[src/rtl/adder_pkg.sv]
`default_nettype none
// ============================================================================
// Module : adder_pkg
// Desc   : Shared types and constants for the digit-serial adder.
//          The BCD correction constant is consumed only when ADDER_BCD_EN is
//          defined.
// Rev    : 1.0  initial release
// ============================================================================
package adder_pkg;

  // Sequencer states
  typedef enum logic [1:0] {
    IDLE = 2'd0,
    RUN  = 2'd1,
    DONE = 2'd2
  } state_t;

  // Width of one processed digit
  localparam int DIGIT_W = 4;

  // Decimal adjust added to a digit sum that exceeds 9
  localparam logic [3:0] BCD_CORR = 4'd6;

endpackage
`default_nettype wire

[src/rtl/digit_add.sv]
`default_nettype none
// ============================================================================
// Module : digit_add
// Desc   : Combinational single-digit adder: 4-bit + 4-bit + carry-in giving
//          a 4-bit digit and a carry-out. With ADDER_BCD_EN defined the digit
//          is decimal-adjusted (packed BCD); otherwise it is a binary nibble.
// Rev    : 1.0  initial release
// ============================================================================
module digit_add
  import adder_pkg::*;
(
  input  logic [DIGIT_W-1:0] a,
  input  logic [DIGIT_W-1:0] b,
  input  logic               cin,
  output logic [DIGIT_W-1:0] sum,
  output logic               cout
);

  logic [DIGIT_W:0] w_raw;

  // Raw 5-bit digit sum, then optional decimal adjustment
  always_comb begin
    w_raw = {1'b0, a} + {1'b0, b} + {{DIGIT_W{1'b0}}, cin};
`ifdef ADDER_BCD_EN
    // Sum above 9 wraps past a decimal digit: add 6 and keep the low nibble
    if (w_raw > (DIGIT_W + 1)'(9)) begin
      sum  = w_raw[DIGIT_W-1:0] + BCD_CORR;
      cout = 1'b1;
    end else begin
      sum  = w_raw[DIGIT_W-1:0];
      cout = 1'b0;
    end
`else
    sum  = w_raw[DIGIT_W-1:0];
    cout = w_raw[DIGIT_W];
`endif
  end

endmodule
`default_nettype wire

[src/rtl/digit_serial_adder.sv]
`default_nettype none
// ============================================================================
// Module : digit_serial_adder
// Desc   : Multi-cycle WIDTH-bit adder with carry-in. One 4-bit digit is
//          added per clock, LSD first, using a single time-shared digit_add.
//          start/busy/done handshake; s updates only on completion.
//          Optional macro ADDER_BCD_EN selects packed-BCD digit arithmetic.
// Rev    : 1.0  initial release
// ============================================================================
module digit_serial_adder
  import adder_pkg::*;
#(
  parameter int WIDTH = 8
) (
  input  logic             clk,
  input  logic             rst,
  input  logic             start,
  input  logic             c_in,
  input  logic [WIDTH-1:0] a,
  input  logic [WIDTH-1:0] b,
  output logic             busy,
  output logic             done,
  output logic [WIDTH:0]   s
);

  localparam int NDIG  = WIDTH / DIGIT_W;
  localparam int IDX_W = (NDIG > 1) ? $clog2(NDIG) : 1;
  localparam logic [IDX_W-1:0] LAST_IDX = IDX_W'(NDIG - 1);

  state_t             state;
  logic [WIDTH-1:0]   a_q;
  logic [WIDTH-1:0]   b_q;
  logic               carry;
  logic [IDX_W-1:0]   idx;
  logic [WIDTH-1:0]   acc;

  logic [DIGIT_W-1:0] w_da;
  logic [DIGIT_W-1:0] w_db;
  logic [DIGIT_W-1:0] w_dsum;
  logic               w_dcout;
  logic [WIDTH-1:0]   w_acc_next;

  // Select the current operand digits and merge the new digit into the accumulator
  always_comb begin
    w_da       = a_q[idx*DIGIT_W +: DIGIT_W];
    w_db       = b_q[idx*DIGIT_W +: DIGIT_W];
    w_acc_next = acc;
    w_acc_next[idx*DIGIT_W +: DIGIT_W] = w_dsum;
  end

  digit_add u_digit_add (
    .a    (w_da),
    .b    (w_db),
    .cin  (carry),
    .sum  (w_dsum),
    .cout (w_dcout)
  );

  // Sequencer: accept in IDLE/DONE, one digit per RUN cycle, publish on last digit
  always_ff @(posedge clk or posedge rst) begin
    if (rst) begin
      state <= IDLE;
      a_q   <= '0;
      b_q   <= '0;
      carry <= 1'b0;
      idx   <= '0;
      acc   <= '0;
      s     <= '0;
      busy  <= 1'b0;
      done  <= 1'b0;
    end else begin
      case (state)
        IDLE, DONE: begin
          done <= 1'b0;
          if (start) begin
            a_q   <= a;
            b_q   <= b;
            carry <= c_in;
            idx   <= '0;
            acc   <= '0;
            busy  <= 1'b1;
            state <= RUN;
          end else begin
            busy  <= 1'b0;
            state <= IDLE;
          end
        end
        RUN: begin
          acc   <= w_acc_next;
          carry <= w_dcout;
          if (idx == LAST_IDX) begin
            s     <= {w_dcout, w_acc_next};
            idx   <= '0;
            busy  <= 1'b0;
            done  <= 1'b1;
            state <= DONE;
          end else begin
            idx   <= idx + 1'b1;
          end
        end
        default: begin
          busy  <= 1'b0;
          done  <= 1'b0;
          state <= IDLE;
        end
      endcase
    end
  end

endmodule
`default_nettype wire

[config.mk]
export PLATFORM = sky130hd
export DESIGN_NAME = digit_serial_adder
export DESIGN_NICKNAME = d
export VERILOG_FILES = /design/src/rtl/adder_pkg.sv /design/src/rtl/digit_add.sv /design/src/rtl/digit_serial_adder.sv
export SDC_FILE = /design/constraint.sdc
export NUM_CORES = 1
export LEC_CHECK = 0
export ABC_AREA = 1
export BUFFER_PORTS_ARGS = -buffer_cell sky130_fd_sc_hd__buf_2
export CAP_MARGIN = 20
export CORE_MARGIN = 2
export CORE_UTILIZATION = 61
export CTS_BUF_LIST = sky130_fd_sc_hd__clkbuf_8
export DETAILED_ROUTE_END_ITERATION = 6
export GPL_TIMING_DRIVEN = 0
export PLACE_DENSITY_LB_ADDON = 0.2
export SLEW_MARGIN = 20
export SYNTH_ARGS = -nofsm -noshare
export SYNTH_HDL_FRONTEND = slang
export SYNTH_HIERARCHICAL = 1
export SYNTH_SLANG_ARGS = --single-unit
[constraint.sdc]
create_clock -name clk -period 5 [get_ports clk]
set_input_delay 1 -clock clk [delete_from_list [all_inputs] [get_ports clk]]
set_output_delay 1 -clock clk [all_outputs]
set_load 0.01 [all_outputs]
After elaboration in Yosys (flattened, before gate mapping):

Index checks and enable logic that the tools add are counted.

* output and inout bits: 11
* logic and storage cells: 43
* input port bits: 20
* bits in registers: 39

* reductions and logical operators: 6
* $add $sub $neg: 4
* equal/unequal tests: 4
* shift-type cells: 4
* multiplexer cells: 16

Operator list (number)
* $neg 3->34: 1
* $shift 4x34->8 const A: 1
* $shiftx 4x34->8: 1
* $pmux 8 s2: 1
* $shiftx 8x4->4: 2
* $bwmux 8: 1
* $mux 1: 8
* $mux 8: 1
* $pmux 1 s2: 3
* $reduce_and 2->1: 3
* $add 4x4->5: 1
* $add 5x1->5: 1
* $ne 2x2->1 const B: 2
* $pmux 2 s2: 1
* $eq 2x1->1 const B: 1
* $eq 2x2->1 const B: 1
* $logic_not 2->1: 1
* $mux 2: 1
* $reduce_bool 2->1: 1
* $reduce_or 2->1: 1
* $add 1x1->1 const B: 1

Longest topological paths before layout:

* word-level depth: 6
* mapped depth: 14
* gate-level depth less buffers: 12

Modules after synthesis:

Netlist, hierarchy kept.

Modules (own cells, without submodules)
* digit_serial_adder: area an instance 1477.7 um^2, cells an instance 182, sequential area each 850.8 um^2, instances 1
* digit_add: area an instance 165.2 um^2, cells an instance 25, sequential area each 0.0 um^2, instances 1

Least setup slack after synthesis:

No wires, ideal clock.

* kind: reg-to-reg
* start point: reg idx
* end point: reg acc[2]
* library setup time: 0.065 ns
* buffers on the path: 2
* cell stages (with the launch flop): 12
* data arrival time: 2.006 ns
* clock period less this slack: 2.070 ns
* path slack: 2.930 ns
* cells stage by stage: dfrtp_1 buf_2 buf_2 o21ai_0 fa_1 inv_1 fa_1 xnor2_1 inv_1 o21ai_0 nand2_1 nand2_1

* word-level cells in the longest chain between the ends: 6
* elaborated cells on any way between the ends: 9
* those cells by class: 3 x add/sub; 4 x shift; 2 x mux

RTL lines
* start, declared: line digit_serial_adder.sv:34 `logic [IDX_W-1:0] idx;`
* start signal, assigned: line digit_serial_adder.sv:98 `idx <= idx + 1'b1;`
* $shiftx 8x4->4: line digit_serial_adder.sv:45 `w_da = a_q[idx*DIGIT_W +: DIGIT_W];`
* via w_da[0]: line digit_serial_adder.sv:37 `logic [DIGIT_W-1:0] w_da;`
* $add 4x4->5: line digit_add.sv:23 `w_raw = {1'b0, a} + {1'b0, b} + {{DIGIT_W{1'b0}}, cin};`
* $add 5x1->5: line digit_add.sv:23
* via w_dsum[2]: line digit_serial_adder.sv:39 `logic [DIGIT_W-1:0] w_dsum;`
* $shiftx 4x34->8: line digit_serial_adder.sv:48 `w_acc_next[idx*DIGIT_W +: DIGIT_W] = w_dsum;`
* $bwmux 8: line digit_serial_adder.sv:48
* $pmux 8 s2: line digit_serial_adder.sv:72 `case (state)`
* end signal, assigned: line digit_serial_adder.sv:89 `acc <= w_acc_next;`
* end, declared: line digit_serial_adder.sv:35 `logic [WIDTH-1:0] acc;`

The timed path passes the listed nets, and every way through them passes these cells.
A chain may end at the register's enable or synchronous reset.

Worst setup path after layout:

Ends and elaborated chain as after synthesis.

==> impl_metrics.xml <==
<?xml version="1.0" encoding="UTF-8"?>
<metrics>
  <group name="cells_and_area">
    <metric name="post_route_cells_drive_above_1_share" unit="%">22.9</metric>
    <metric name="fin_area" unit="sq um">1940</metric>
    <metric name="area_growth" unit="%">18.4</metric>
    <metric name="design.final.nets" unit="">269</metric>
    <metric name="leading_cell_type_in_the_layout_fill_and_taps_excluded" unit="">sky130_fd_sc_hd__nand2_1</metric>
    <metric name="final_util" unit="%">77.1</metric>
    <metric name="layout.cells.most_common_list" unit="">sky130_fd_sc_hd__nand2_1, sky130_fd_sc_hd__buf_2, sky130_fd_sc_hd__dfrtp_1</metric>
    <metric name="insertedDiodeCount" unit="">0</metric>
  </group>
  <group name="worst_setup_path">
    <metric name="r2r_cells" unit="">11</metric>
    <metric name="slowest_cp_cell" unit="">sky130_fd_sc_hd__fa_1</metric>
    <metric name="r2r-start" unit="">idx$_DFFE_PP0P_</metric>
    <metric name="cp_top_family" unit="">adder cells</metric>
    <metric name="worst-setup-path-type" unit="">flop to flop</metric>
    <metric name="worstSetupStartpointType" unit="">flop</metric>
    <metric name="path_cells" unit="">buf_2, buf_2, o21ai_0, fa_1, inv_1, fa_1, xnor2_1, inv_1, o21ai_0, nand2_1, nand2_1</metric>
    <metric name="worst_setup_path_end_kind" unit="">flop</metric>
    <metric name="path_max_fanout" unit="">10</metric>
    <metric name="worst_ep_required_time" unit="ns">5.23</metric>
    <metric name="cpPeakStageDelay" unit="ns">0.42</metric>
    <metric name="critical_path_arrival" unit="ns">2.55</metric>
    <metric name="rrSetupSlack" unit="ns">2.68</metric>
    <metric name="cp_num_buf_inv" unit="">4</metric>
    <metric name="regToRegEndpoint" unit="">acc[2]$_DFFE_PP0P_</metric>
    <metric name="worst_setup_path_startpoint" unit="">idx$_DFFE_PP0P_</metric>
  </group>
  <group name="die">
    <metric name="dieWidth" unit="microns">55.9</metric>
    <metric name="ports" unit="">31</metric>
    <metric name="rows" unit="">18</metric>
    <metric name="die_area" unit="sq um">3120</metric>
    <metric name="chipHeight" unit="microns">55.9</metric>
    <metric name="initial_core_util" unit="%">65.1</metric>
    <metric name="core-area" unit="sq um">2520</metric>
  </group>
  <group name="timing">
    <metric name="timing_max_transition_violations_final" unit="">0</metric>
    <metric name="count_of_endpoints_failing_setup_in_the_final_report" unit="">0</metric>
    <metric name="timing.final.crit_share" unit="%">46.4</metric>
    <metric name="hold_violation_total_from_the_final_report" unit="">0</metric>
    <metric name="final_setup_margin" unit="ns">2.68</metric>
    <metric name="max_slew.worst_pin.slew" unit="ns">0.662</metric>
    <metric name="shortest_clock_period_the_worst_path_allows_after_layout" unit="ns">2.32</metric>
    <metric name="fin_skew" unit="ns">0.00514</metric>
    <metric name="setup_tns" unit="ns">0</metric>
    <metric name="final.hold.worst_slack" unit="ns">0.467</metric>
    <metric name="rsz0062_at_grt" unit="">false</metric>
    <metric name="timing.fmax" unit="MHz">431</metric>
    <metric name="max-slew-margin-rel" unit="%">55.8</metric>
  </group>
  <group name="synth">
    <metric name="number_of_synthesized_register_bits" unit="">34</metric>
    <metric name="syn_nets" unit="">232</metric>
    <metric name="synth_cell_types" unit="">18</metric>
    <metric name="syn_area" unit="sq um">1640</metric>
    <metric name="synthesis.yosys.warnings" unit="">6</metric>
    <metric name="ys_seq_area_share" unit="%">51.8</metric>
    <metric name="syn-instance-count" unit="">207</metric>
    <metric name="synth.avg_cell_area" unit="sq um">7.94</metric>
  </group>
  <group name="worst_hold_path">
    <metric name="min_to" unit="">s[1]$_DFFE_PP0P_</metric>
    <metric name="holdPathStages" unit="">2</metric>
    <metric name="startpoint_of_the_most_critical_hold_path" unit="">s[1]$_DFFE_PP0P_</metric>
    <metric name="hp-class" unit="">flop to flop</metric>
  </group>
  <group name="global_routing">
    <metric name="grt.met3_usage" unit="%">5.58</metric>
    <metric name="vias_in_the_first_global_route" unit="">1439</metric>
    <metric name="globalRouteOverflowTotal" unit="">0</metric>
    <metric name="most_used_routing_layer_in_global_routing" unit="">met2</metric>
    <metric name="globalRouteMet2Util" unit="%">44.2</metric>
    <metric name="antenna_found_initial" unit="">0</metric>
    <metric name="global_route.usage.total" unit="%">23.6</metric>
    <metric name="gr-usage-met1" unit="%">25.3</metric>
    <metric name="first_pass_grt_wire_length" unit="mm">5.67</metric>
    <metric name="largest_net_degree_at_the_start_of_global_routing" unit="">35</metric>
  </group>
  <group name="pwr">
    <metric name="total_switching_power" unit="mW">0.654</metric>
    <metric name="power_frac_seq" unit="%">31.4</metric>
    <metric name="peakVddDrop" unit="mV">0.490</metric>
    <metric name="clockPowerShare" unit="%">16.8</metric>
    <metric name="switching_share_of_power" unit="%">43.9</metric>
    <metric name="p_comb_share" unit="%">51.8</metric>
    <metric name="leakage_power" unit="nW">1.11</metric>
    <metric name="cellPowerDensity" unit="nW/um^2">766</metric>
    <metric name="p_int" unit="mW">0.835</metric>
  </group>
  <group name="clock_tree">
    <metric name="cts_repair_resize_count" unit="">0</metric>
    <metric name="cts_num_sinks" unit="">34</metric>
    <metric name="clock_tree.htree_level_count" unit="">2</metric>
    <metric name="cts-hold-fix-buffers" unit="">0</metric>
    <metric name="numCtsBuffers" unit="">5</metric>
    <metric name="cts.path.max_buffers" unit="">2</metric>
    <metric name="cts_tree" unit="">done</metric>
    <metric name="clk-insertion-delay-late" unit="ns">0.29</metric>
    <metric name="clock-root-buffer" unit="">sky130_fd_sc_hd__clkbuf_8</metric>
    <metric name="cts.clk_slew.worst_paths" unit="ns">0.07</metric>
    <metric name="post_cts_buffers" unit="">0</metric>
  </group>
  <group name="route">
    <metric name="dr.first_iter.drc_count" unit="">20</metric>
    <metric name="detail_route.drc_violations" unit="">0</metric>
    <metric name="post_drt_via_cell_ratio" unit="">5.08</metric>
    <metric name="drt-pass1-iter-count" unit="">4</metric>
    <metric name="drt-wirelength-per-cell" unit="microns">11.5</metric>
    <metric name="via_count" unit="">1397</metric>
    <metric name="antenna_left" unit="">0</metric>
    <metric name="wl" unit="mm">3.17</metric>
  </group>
  <group name="placed_design">
    <metric name="place_ws" unit="ns">2.72</metric>
    <metric name="gpl.final_weighted_congestion" unit="">0.818</metric>
    <metric name="dpl_cell_area" unit="sq um">1830</metric>
    <metric name="detailed_place_hpwl" unit="mm">2.43</metric>
    <metric name="numPortBuffers" unit="">30</metric>
  </group>
  <group name="flow_run">
    <metric name="max_cap_viol_count" unit="">0</metric>
  </group>
  <group name="run_status">
    <metric name="outcome" unit="">complete, no violations</metric>
  </group>
</metrics>
power by group through the flow:
stage / clock network [mW] / registers (mW) / logic, mW
after global routing: 0.266 / 0.480 / 0.893
after detailed placement: 0 / 0.469 / 0.769
after global placement: 0 / 0.463 / 0.731
final: 0.250 / 0.467 / 0.772
after floorplan: 0 / 0.477 / 0.566
after CTS: 0.251 / 0.466 / 0.775
cell type report:
cell class,instances,area [sq um]
buffer,10,52.6
clock buffer,5,68.8
clock inverter,3,45.0
fill,190,578
inverter,21,78.8
multi-input combinational,142,661
sequential,34,851
tap,30,37.5
timing repair buffer,30,150
cells by family after synthesis:
group | share of synthesized area, %
AND/OR/NAND/NOR | 28.5
flip-flops | 51.8
buffers and inverters | 8.00
AO/OA/AOI/OAI | 6.47
adder cells (fa/ha/maj) | 4.72
XOR/XNOR | 0.533
synthesized netlist by cell type:
cell,count,area (sq um)
sky130_fd_sc_hd__nor2_1,6,22.5
sky130_fd_sc_hd__nand3_1,17,85.1
sky130_fd_sc_hd__inv_2,3,11.3
sky130_fd_sc_hd__buf_2,6,30.0
sky130_fd_sc_hd__o21ai_2,3,26.3
sky130_fd_sc_hd__nor2_2,2,12.5
sky130_fd_sc_hd__buf_1,1,3.75
sky130_fd_sc_hd__nand2_2,1,6.26
sky130_fd_sc_hd__ha_1,3,37.5
sky130_fd_sc_hd__inv_1,18,67.6
sky130_fd_sc_hd__clkbuf_1,1,3.75
sky130_fd_sc_hd__o21ai_0,9,45.0
sky130_fd_sc_hd__nand2_1,91,342
sky130_fd_sc_hd__xnor2_1,1,8.76
sky130_fd_sc_hd__a21oi_1,7,35.0
sky130_fd_sc_hd__buf_4,2,15.0
sky130_fd_sc_hd__dfrtp_1,34,851
sky130_fd_sc_hd__fa_1,2,40.0
worst max-delay path by stage:
stage,end,slack (ns),depth (start not counted)
finish,acc[2]$_DFFE_PP0P_,2.68,11
global route,carry$_DFFE_PP0P_,2.41,11
CTS,acc[2]$_DFFE_PP0P_,2.68,11
detailed placement,acc[2]$_DFFE_PP0P_,2.72,11
global placement,acc[2]$_DFFE_PP0P_,2.76,11
floorplan,acc[2]$_DFFE_PP0P_,2.93,11
metrics by stage:
step / total power [mW] / instances
after floorplan: 1.04 / 207
after global placement: 1.19 / 267
after detailed placement: 1.24 / 267
after CTS: 1.49 / 275
after global routing: 1.64 / 275
final: 1.49 / 275
registers in the layout, summed over array words and instances, names as in the netlist:
name and cells:
done 1, carry 1, a_q 8, idx 1, s 9, acc 4
busy 1, state 1, b_q 8
per-layer routing:
metal	up-vias	routed length (microns)
met3	8	137
met4	0	61
met1	644	1320
met2	35	1660
li1	710	-
met5	-	0
worst register-to-register path: cells and delay by family (launching register included):
| kind | cells | cell delay, ns |
|---|---|---|
| adders and majority gates | 2 | 0.71 |
| buffers and inverters | 4 | 0.50 |
| and+or+nand+nor | 2 | 0.13 |
| xor gates and xnor gates | 1 | 0.15 |
| AOI/OAI and AO/OA | 2 | 0.40 |
| DFF | 1 | 0.37 |
No activity file was read; power rests on OpenSTA's default activity.
